### src/rtl/usr_pkg.sv
// Shared encodings for the universal shift register: shift-mode select values
// and FSM state encodings.
package usr_pkg;

   localparam logic [2:0] MODE_SLL = 3'b000;
   localparam logic [2:0] MODE_SRL = 3'b001;
   localparam logic [2:0] MODE_SRA = 3'b010;
   localparam logic [2:0] MODE_ROL = 3'b011;
   localparam logic [2:0] MODE_ROR = 3'b100;

   typedef enum logic [1:0] {
      ST_IDLE  = 2'd0,
      ST_SHIFT = 2'd1,
      ST_DONE  = 2'd2
   } state_t;

endpackage

### src/rtl/shift_step_unit.sv
// Combinational one-bit shift: maps (value, mode, serialIn) to the shifted value
// and the bit that leaves the register. Reserved modes report validMode=0.
module shift_step_unit
   import usr_pkg::*;
#(
   parameter int WIDTH = 8
) (
   input  logic [WIDTH-1:0] value,
   input  logic [2:0]       mode,
   input  logic             serialIn,
   output logic [WIDTH-1:0] nextValue,
   output logic             outBit,
   output logic             validMode
);

   always_comb begin
      nextValue = value;
      outBit    = 1'b0;
      validMode = 1'b1;
      case (mode)
         MODE_SLL: begin
            nextValue = {value[WIDTH-2:0], serialIn};
            outBit    = value[WIDTH-1];
         end
         MODE_SRL: begin
            nextValue = {serialIn, value[WIDTH-1:1]};
            outBit    = value[0];
         end
         MODE_SRA: begin
            nextValue = {value[WIDTH-1], value[WIDTH-1:1]};
            outBit    = value[0];
         end
         MODE_ROL: begin
            nextValue = {value[WIDTH-2:0], value[WIDTH-1]};
            outBit    = value[WIDTH-1];
         end
         MODE_ROR: begin
            nextValue = {value[0], value[WIDTH-1:1]};
            outBit    = value[0];
         end
         default: validMode = 1'b0;
      endcase
   end

endmodule

### src/rtl/universal_shift_register.sv
// Universal shift register with parallel load, single-step shifts and counted
// burst shifts driven by a three-state IDLE/SHIFT/DONE controller.
module universal_shift_register
   import usr_pkg::*;
#(
   parameter  int WIDTH = 8,
   localparam int CNT_W = $clog2(WIDTH) + 1
) (
   input  logic             clk,
   input  logic             reset,
   input  logic [2:0]       mode,
   input  logic             load,
   input  logic [WIDTH-1:0] dataIn,
   input  logic             serialIn,
   input  logic             shiftEnable,
   input  logic             start,
   input  logic [CNT_W-1:0] shiftCount,
   output logic [WIDTH-1:0] dataOut,
   output logic             serialOut,
   output logic             busy,
   output logic             done,
   output logic [1:0]       fsmState
);

   state_t           state;
   state_t           stateNext;
   logic [CNT_W-1:0] countReg;
   logic [2:0]       modeReg;
   logic [2:0]       stepMode;
   logic             doLoad;
   logic             doShift;
   logic             latchBurst;
   logic [WIDTH-1:0] stepValue;
   logic             stepBit;
   logic             stepValid;

   // Requests (load, start, shiftEnable) are level-sampled at each rising edge
   // and accepted only in IDLE, where load beats start beats shiftEnable; busy
   // acts as the not-ready indication and any request seen while busy or done
   // is dropped, never queued.
   always_comb begin
      stateNext  = state;
      doLoad     = 1'b0;
      doShift    = 1'b0;
      latchBurst = 1'b0;
      stepMode   = mode;
      case (state)
         ST_IDLE: begin
            if (load) begin
               doLoad = 1'b1;
            end else if (start) begin
               latchBurst = 1'b1;
               stateNext  = (shiftCount == '0) ? ST_DONE : ST_SHIFT;
            end else if (shiftEnable) begin
               doShift = 1'b1;
            end
         end
         ST_SHIFT: begin
            doShift  = 1'b1;
            stepMode = modeReg;
            if (countReg == CNT_W'(1)) stateNext = ST_DONE;
         end
         ST_DONE:  stateNext = ST_IDLE;
         default:  stateNext = ST_IDLE;
      endcase
   end

   always_ff @(posedge clk or posedge reset) begin
      if (reset) state <= ST_IDLE;
      else       state <= stateNext;
   end

   shift_step_unit #(.WIDTH(WIDTH)) stepUnit (
      .value     (dataOut),
      .mode      (stepMode),
      .serialIn  (serialIn),
      .nextValue (stepValue),
      .outBit    (stepBit),
      .validMode (stepValid)
   );

   always_ff @(posedge clk or posedge reset) begin
      if (reset) begin
         dataOut   <= '0;
         serialOut <= 1'b0;
      end else if (doLoad) begin
         dataOut <= dataIn;
      end else if (doShift && stepValid) begin
         dataOut   <= stepValue;
         serialOut <= stepBit;
      end
   end

   // The mode is frozen at start so a burst is immune to mode changes mid-run.
   always_ff @(posedge clk or posedge reset) begin
      if (reset) begin
         countReg <= '0;
         modeReg  <= MODE_SLL;
      end else if (latchBurst) begin
         countReg <= shiftCount;
         modeReg  <= mode;
      end else if (state == ST_SHIFT) begin
         countReg <= countReg - CNT_W'(1);
      end
   end

   assign busy     = (state == ST_SHIFT);
   assign done     = (state == ST_DONE);
   assign fsmState = state;

endmodule

### config.mk
export PLATFORM = sky130hd
export DESIGN_NAME = universal_shift_register
export DESIGN_NICKNAME = d
export VERILOG_FILES = /design/src/rtl/usr_pkg.sv /design/src/rtl/shift_step_unit.sv /design/src/rtl/universal_shift_register.sv
export SDC_FILE = /design/constraint.sdc
export NUM_CORES = 1
export LEC_CHECK = 0
export CORE_MARGIN = 1.5
export CORE_UTILIZATION = 42
export DETAILED_ROUTE_END_ITERATION = 8
export PLACE_DENSITY = 0.8
export SETUP_SLACK_MARGIN = 0.15
export SYNTH_ARGS = -nofsm -noshare
export SYNTH_HDL_FRONTEND = slang
export SYNTH_SLANG_ARGS = --single-unit
### constraint.sdc
create_clock -name clk -period 1.7 [get_ports clk]
set_input_delay 0.34 -clock clk [delete_from_list [all_inputs] [get_ports clk]]
set_output_delay 0.34 -clock clk [all_outputs]
set_load 0.05 [all_outputs]
== Word-level counts from Yosys, hierarchy flattened ==
Cells that the tools add are included.
Storage, ports and cells
  bits in registers: 18
  latch bits: 0
  bits in writable memories: 0
  memory bits (read-only): 0
  output and inout bits: 13
  word-level logic and storage cells: 56
  memories kept: 0
Cells by class
  add/sub/neg operators: 1
  multiply operators: 0
  div/mod/pow operators: 0
  order comparisons: 0
  equal/unequal tests: 11
  shifts and indexed selects: 0
  mux-type cells: 22
  bitwise operators: 1
  reductions and logical operators: 15
Operator list (number)
  one-hot mux 8 bit (5 select lines): 1
  2-to-1 mux 8 bit: 2
  2-to-1 mux 1 bit: 9
  2-to-1 mux 2 bit: 4
  2-to-1 mux 4 bit: 2
  == test 3 x 2 -> 1 bit, second input constant: 2
  != test 2 bit, second input constant: 3
  AND reduction 3 bit: 2
  nonzero test 6 bit: 1
  nonzero test 5 bit: 1
  OR reduction 5 bit: 1
  == test 4 x 1 -> 1 bit, second input constant: 1
  zero test 4 bit: 1
  one-hot mux 1 bit (2 select lines): 2
  one-hot mux 2 bit (2 select lines): 1
  AND reduction 2 bit: 2
  nonzero test 2 bit: 2
  subtractor 4 x 1 -> 4 bit, second input constant: 1
  == test 3 x 1 -> 1 bit, second input constant: 1
  == test 3 bit, second input constant: 1
  zero test 3 bit: 1
  2-to-1 mux 3 bit: 1
  OR reduction 3 bit: 1
  == test 2 x 1 -> 1 bit, second input constant: 1
  6 further kinds: 6

== Logic depth before layout (Yosys ltp) ==
Gate-level depths: netlist of run 1.
  depth in word-level cells: 8
  depth in mapped cells: 7

== Hierarchy ==
From an unflattened synthesis of run 1, not the netlist that was laid out.
Second synthesis, totals
  cells, all modules: 129
  area total of the unflattened synthesis: 1345.0 um^2
By module, submodules not included
  universal_shift_register: instances 1, cells each 84, area each 989.7 um^2, seq. area each 450.4 um^2
  shift_step_unit: instances 1, cells each 45, area each 355.3 um^2, seq. area each 0.0 um^2

== Worst setup path before layout of run 1 ==
OpenSTA, ideal clock, no wires.
  path type: reg2reg
  from: register state[1] (netlist: fsmState[1])
  to: register dataOut[2]
  setup time: 0.134 ns
  arrival: 2.005 ns
  setup slack: -0.439 ns
  stages on the path, launching flop included: 7
  path through: dfrtp_1 > nand2b_1 > buf_6 > mux2_4 > a211oi_4 > mux2i_1 > o211ai_2
On the way
  cells in the longest elaborated chain, start to end: 8
  elaborated cells on any way between the ends: 19
RTL lines
  start, declared: line universal_shift_register.sv:25  | state_t state;
  start signal, assigned: line universal_shift_register.sv:70  | else state <= stateNext;
  == test 2 x 1 -> 1 bit: line universal_shift_register.sv:47  | case (state)
  2-to-1 mux 3 bit: line universal_shift_register.sv:47
  == test 3 x 1 -> 1 bit, or another cell as far along: line shift_step_unit.sv:20  | case (mode)
  OR reduction 5 bit (no source line)
  2-to-1 mux 1 bit: line shift_step_unit.sv:20
  logical AND 1 bit: line universal_shift_register.sv:88  | end else if (doShift && stepValid) begin
  nonzero test 2 bit (no source line)
  AND reduction 2 bit (no source line)
  end signal, assigned: line universal_shift_register.sv:87  | dataOut <= dataIn;
  end signal, assigned: line universal_shift_register.sv:89  | dataOut <= stepValue;
  end, declared: line universal_shift_register.sv:18  | output logic [WIDTH-1:0] dataOut,
Parallel ways exist; a longest one is shown, timed or not. The select of a mux whose other input is x is not followed.
A chain may end at the register's enable or synchronous reset.

== Worst setup path in the final report of run 1 ==
  from: register state[1] (netlist: fsmState[1])
  to: register dataOut[3]
Same word-level chain as after synthesis.

==> results.py, run 1 <==
metrics = {
    "timing": {
        "setup_slack_ps": -114.9,
        "rsz0062_at_grt": "yes",
        "max_freq_ghz": 0.5510,
        "hold_violations": 0,
        "finalCritPeriodShare_pct": 106.8,
        "finalSetupViolations": 5,
        "period_needed_ps": 1815,
        "fin_setup_tns_ps": -442.8,
        "hold_slack_ps": 338.4,
        "tightest_slew_ps": 464.7,
        "skew_ps": 1.580,
        "relSlewSlack_pct": 68.96,
        "slew_violations": 0,
    },
    "route": {
        "postRouteAntennaNets": 0,
        "drt_drc_violations_left": 0,
        "firstDrtPassIters": 5,
        "wl_per_cell_um": 17.30,
        "vias": 1308,
        "wl_um": 3859,
        "drtIter0Drc": 50,
        "vias_per_cell": 5.865,
    },
    "cells_and_area": {
        "drive_above_1_share_pct": 37.82,
        "syn_to_final_growth_pct": 65.81,
        "n_antenna_cell": 0,
        "nFillCells": 175,
        "final_nets": 217,
        "fin_area_um2": 1942,
    },
    "placed_design": {
        "placed_cell_area_um2": 1717,
        "dp_hpwl_um": 2500,
        "io_buffers": 33,
        "gp_congestion": 0.9447,
        "place_ws_ps": -426.1,
    },
    "hold_path": {
        "worstHoldPathType": "in2async",
    },
    "die": {
        "start_util_pct": 45.61,
        "die_area_um2": 3114,
        "rows": 18,
        "die_h_um": 55.81,
        "ios": 34,
        "coreArea_um2": 2567,
        "die_w_um": 55.81,
    },
    "yosys": {
        "yosys-top-cells-area": "dfrtp_1, nand2_1, mux2i_1",
        "syn_inst": 130,
        "synth_edf_count": 0,
        "synth_seq_cells": 18,
        "postSynth.asyncResetShare_pct": 100.0,
        "synth_area_um2": 1171,
        "synth_top_area_share_pct": 38.46,
        "syn-num-nets": 153,
        "yosysSeqAreaShare_pct": 38.46,
        "synthFlopType": "dfrtp_1",
        "syn_area_per_cell_um2": 9.009,
        "yosys_warnings": 0,
        "yosysTopAreaCell": "dfrtp_1",
        "post_synth_num_cell_types": 43,
    },
    "power": {
        "ir_drop_uv": 1797,
        "p_total_mw": 4.663,
        "combPwrFrac_pct": 73.7,
        "p_per_area_nw_per_um2": 2401,
        "swShare_pct": 48.66,
        "share_clk_of_total_power_pct": 6.1,
        "power_switching_mw": 2.269,
        "p_int_mw": 2.394,
        "p_seq_share_pct": 20.2,
        "leakagePower_nw": 0.8463,
    },
    "global_route": {
        "grt_pass1_wl_um": 5816,
        "globalRouteTotalUtil_pct": 23.74,
        "grt_pass1_vias": 1214,
        "antenna_found_initial": 0,
        "overflow": 0,
        "grt_max_degree": 19,
    },
    "critical_path": {
        "critPathCaptureType": "flip-flop",
        "cp-start-kind": "flip-flop",
        "r2r_cells": 6,
        "cp.required_ps": 1900,
        "critPathMaxFanout": 5,
        "path_class": "reg2reg",
        "cp.arrival_ps": 2020,
    },
    "clock_network": {
        "cts_buffers": 3,
        "clkTransAtPathRegs_ps": 110,
        "cts_tree": "done",
        "clk_path_buf_depth": 2,
        "cts_root_buf": "clkbuf_4",
        "htreeDepth": 1,
        "clk_latency_ps": 310,
        "ctsHoldBuffers": 0,
        "cts_sinks": 18,
    },
    "status": {
        "violations": "setup timing",
        "status": "finished, violations left",
    },
    "run": {
        "timing.max_cap.violations": 0,
    },
}
-- layout make-up --
type / count / area [um2] / area share [%]
tap: 30 / 37.54 / 1.933
inverter: 5 / 23.77 / 1.224
clock buffer: 4 / 36.28 / 1.869
sequential: 18 / 452.9 / 23.32
timing repair buffer: 65 / 605.6 / 31.19
multi-input combinational: 101 / 785.8 / 40.46
-- cells in the mapped netlist (2+ instances only) --
| master | instances |
|---|---|
| a21o_1 | 3 |
| a21oi_1 | 5 |
| a31oi_1 | 3 |
| clkbuf_1 | 3 |
| dfrtp_1 | 18 |
| ha_1 | 2 |
| inv_1 | 4 |
| mux2_4 | 2 |
| mux2i_1 | 5 |
| nand2_1 | 19 |
| nand2b_1 | 2 |
| nand3_1 | 10 |
| nor2_1 | 10 |
| nor3_1 | 4 |
| nor3b_1 | 2 |
| nor4_1 | 2 |
| o211ai_2 | 2 |
| o21ai_0 | 2 |
| o221ai_1 | 4 |
| o22ai_1 | 3 |
| xnor2_1 | 3 |
-- cells by family after synthesis --
| group | Yosys count | synth area share (%) |
|---|---|---|
| compound gates | 33 | 22.54 |
| mux | 7 | 6.838 |
| simple gates | 55 | 22.76 |
| flops | 18 | 38.46 |
| fa+ha+maj | 2 | 2.136 |
| buf+inv | 11 | 4.272 |
| xor+xnor | 4 | 2.992 |
-- layout by cell type, fill, tap and decap left out, types with 3 or more instances in the layout --
cell type	instances
buf_6	8
a21oi_1	5
buf_4	34
a31oi_1	3
nand3_1	10
mux2i_1	3
buf_12	3
dfrtp_1	16
clkdlybuf4s50_1	20
nand2_1	19
o22ai_1	3
inv_1	4
nor2_1	10
clkbuf_4	3
-- critical path, stage by stage, from the launching register on --
cell and delay [ps]:
dfrtp_2 420, nand2b_4 170, mux2_4 350, a211oi_4 290
buf_6 160, mux2i_2 210, o211ai_2 90
-- state kept, by name (all words and copies together) (netlist names) --
| name | flops |
|---|---|
| dataOut | 8 |
| serialOut | 1 |
| fsmState | 2 |
| modeReg | 3 |
| countReg | 4 |
-- final timing paths --
| kind | startpoint | to | slack, ps |
|---|---|---|---|
| worst max register to register | fsmState[1] | dataOut[3] | -110 |
| worst min register to register | modeReg[1] | modeReg[1] | 560 |
| max in group asynchronous | reset | fsmState[0] | 1140 |
| worst min-delay path | reset | modeReg[0] | 340 |
| worst max-delay path | fsmState[1] | dataOut[3] | -110 |
| min in group clk | modeReg[1] | modeReg[1] | 560 |
-- metal layers --
metal | GRT usage (%) | wire (um) | vias to the layer above
li1 | - | - | 606
met1 | 30.03 | 1676 | 634
met2 | 38.78 | 1865 | 53
met3 | 3.488 | 176 | 15
met4 | 12.89 | 140 | 0
met5 | 0 | 0 | -
-- stage by stage --
| step | utilization [%] | std cells |
|---|---|---|
| 3_3_place_gp | 66.86 | 212 |
| 2_1_floorplan | - | 130 |
| 6_report | 75.63 | 223 |
| 4_1_cts | 70.96 | 219 |
| 3_5_place_dp | 66.86 | 212 |
| 5_1_grt | 75.63 | 223 |
-- power groups by stage --
stage	Clock, mW	Combinational [mW]	Sequential [mW]
4_1_cts	0.282	3.00	0.905
2_1_floorplan	0	1.43	1.30
6_report	0.285	3.44	0.942
3_5_place_dp	0	2.78	0.905
3_3_place_gp	0	2.71	0.888
5_1_grt	0.312	3.64	0.973
-- what timing repair did --
action                     4_1_cts  5_1_grt
pin swaps                        6        6
buffers inserted                 3        4
resized for setup                9       18
setup endpoints to repair       11       12
hold endpoints to repair         0        0
Power figures use the tool's default switching activity.
==> inputs of run 2 (changes only) <==
--- a/config.mk
+++ b/config.mk
@@ -8,6 +8,7 @@
 export CORE_MARGIN = 1.5
 export CORE_UTILIZATION = 42
 export DETAILED_ROUTE_END_ITERATION = 8
+export MAX_ROUTING_LAYER = met4
 export PLACE_DENSITY = 0.8
 export SETUP_SLACK_MARGIN = 0.15
 export SYNTH_ARGS = -nofsm -noshare
==> run 2 against run 1 <==
Effect of this change:
- the run still ends with setup timing left
- fmax increased by 0.11%
- register-to-register slack about the same
- clock power about the same
- via count decreased by 0.31%
- largest power group unchanged
- non-clock buffer count unchanged
- global-route usage increased by 0.72 points
- sequential share of layout area unchanged
- highest routed layer unchanged
- power about the same
- final cell count unchanged
- clock-buffer cell count unchanged
==> results.py, run 2 (synthesis results as in run 1) <==
metrics = {
    "critical_path": {
        "critPathMaxFanout": 5,
        "cp.arrival_ps": 2020,
        "crit_slowest_cell": "dfrtp_2",
        "cp_slowest_stage_delay_ps": 420,
        "crit_chain": "nand2b_4 -> mux2_4 -> a211oi_4 -> buf_6 -> mux2i_1 -> o211ai_2",
        "cp.buffers_inverters": 1,
        "cp-start-kind": "flip-flop",
        "cp.required_ps": 1910,
        "critPathCaptureType": "flip-flop",
        "crit_family": "multiplexers",
        "path_class": "reg2reg",
    },
    "die": {
        "die_h_um": 55.81,
        "die_area_um2": 3114,
        "start_util_pct": 45.61,
        "die_w_um": 55.81,
        "rows": 18,
        "ios": 34,
        "coreArea_um2": 2567,
    },
    "placed_design": {
        "placed_cells": 212,
        "placed_cell_area_um2": 1717,
        "io_buffers": 33,
        "dp_hpwl_um": 2500,
        "gp_congestion": 0.9618,
    },
    "global_route": {
        "antenna_found_initial": 0,
        "grt_pass1_wl_um": 5816,
        "grt_pass1_vias": 1212,
        "overflow": 0,
        "globalRouteTotalUtil_pct": 24.46,
        "grt_max_degree": 19,
    },
    "cells_and_area": {
        "regMostFlops": "dataOut",
        "nFillCells": 175,
        "final_common_cell": "buf_4",
        "drive_above_1_share_pct": 37.82,
        "final_cell_mix": "buf_4, clkdlybuf4s50_1, nand2_1",
        "stdcell_count": 223,
        "fin_area_um2": 1942,
        "largest_registers": "dataOut (8), countReg (4), modeReg (3)",
        "largest_reg_flops": 8,
        "n_antenna_cell": 0,
        "syn_to_final_growth_pct": 65.81,
        "fin_util_pct": 75.63,
        "final_nets": 217,
    },
    "clock_network": {
        "clk_path_buf_depth": 2,
        "cts_buffers": 3,
        "cts_root_buf": "clkbuf_4",
        "htreeDepth": 1,
        "clkTransAtPathRegs_ps": 120,
        "clk_latency_ps": 310,
        "cts_tree": "done",
        "ctsHoldBuffers": 0,
        "cts_sinks": 18,
    },
    "route": {
        "wl_per_cell_um": 17.24,
        "vias_per_cell": 5.848,
        "vias": 1304,
        "firstDrtPassIters": 4,
        "postRouteAntennaNets": 0,
        "drtIter0Drc": 39,
        "drt_drc_violations_left": 0,
        "wl_um": 3845,
    },
    "timing": {
        "max_freq_ghz": 0.5516,
        "rsz0062_at_grt": "yes",
        "setup_slack_ps": -113.0,
        "slew_violations": 0,
        "tightest_slew_ps": 440.8,
        "hold_violations": 0,
        "relSlewSlack_pct": 70.55,
        "finalCritPeriodShare_pct": 106.6,
        "fin_setup_tns_ps": -433.5,
        "finalSetupViolations": 5,
        "period_needed_ps": 1813,
        "skew_ps": 6.249,
    },
    "run": {
        "timing.max_cap.violations": 0,
    },
    "status": {
        "status": "finished, violations left",
        "violations": "setup timing",
    },
    "power": {
        "p_per_area_nw_per_um2": 2402,
        "ir_drop_uv": 1802,
        "leakagePower_nw": 0.8463,
    },
    "hold_path": {
        "worstHoldPathType": "in2async",
    },
}
[run 2: cell counts in the layout (fill, tap and decap cells not counted)]
Identical to the previous run, type by type.
[run 2: timing repair]
item	CTS	global route
pin swaps	6	6
setup endpoints to repair	11	12
buffers inserted	3	4
gates resized for setup	9	18
[run 2: cell type report]
cell class	instances	area [um2]	share of cell area [%]
clock buffer	4	36.28	1.869
inverter	5	23.77	1.224
multi-input combinational	101	785.8	40.46
sequential	18	452.9	23.32
tap	30	37.54	1.933
timing repair buffer	65	605.6	31.19
[run 2: per-stage QoR]
stage | hold slack [ps] | worst slack (ps) | power [mW]
after floorplan | 278.4 | -291.4 | 2.721
after global placement | 526.1 | -330.7 | 3.597
after detailed placement | 532.0 | -426.1 | 3.684
after CTS | 355.8 | -64.22 | 4.190
after global routing | 391.9 | -192.1 | 4.923
final | 337.9 | -113.0 | 4.664
[run 2: worst register-to-register path: stages (launching register included)]
cell	delay [ps]
dfrtp_2	420
nand2b_4	180
mux2_4	360
a211oi_4	300
buf_6	160
mux2i_1	210
o211ai_2	90
[run 2: power by group]
group	internal, mW	switching [mW]
Sequential	0.658	0.283
Combinational	1.61	1.83
Clock	0.131	0.156
Total	2.39	2.27
[run 2: final timing paths]
path | from | to | slack [ps] | cells after the start
max in group asynchronous | reset | fsmState[0] | 1130 | 3
max reg2reg | fsmState[1] | dataOut[2] | -110 | 6
min reg2reg | modeReg[1] | modeReg[1] | 560 | 2
min | reset | modeReg[2] | 340 | 3
max | fsmState[1] | dataOut[2] | -110 | 6
min in group clk | modeReg[1] | modeReg[1] | 560 | 2
[run 2: layer usage]
metal  GRT usage [%]  routed length, um  up-vias  part of all wire, %
li1                -                  -      604                    -
met1           30.32               1678      648                   44
met2           38.61               1886       39                   49
met3           3.488                145       13                  3.8
met4           12.89                135        0                  3.5
met5               -                  0        -                    0
==> inputs of run 3 (changes only) <==
--- a/config.mk
+++ b/config.mk
@@ -7,6 +7,7 @@
 export LEC_CHECK = 0
 export CORE_MARGIN = 1.5
 export CORE_UTILIZATION = 42
+export CTS_CLUSTER_DIAMETER = 120
 export DETAILED_ROUTE_END_ITERATION = 8
 export MAX_ROUTING_LAYER = met4
 export PLACE_DENSITY = 0.8
==> results of run 3 <==
Final layout, timing and power as in run 2 (identical DEF).
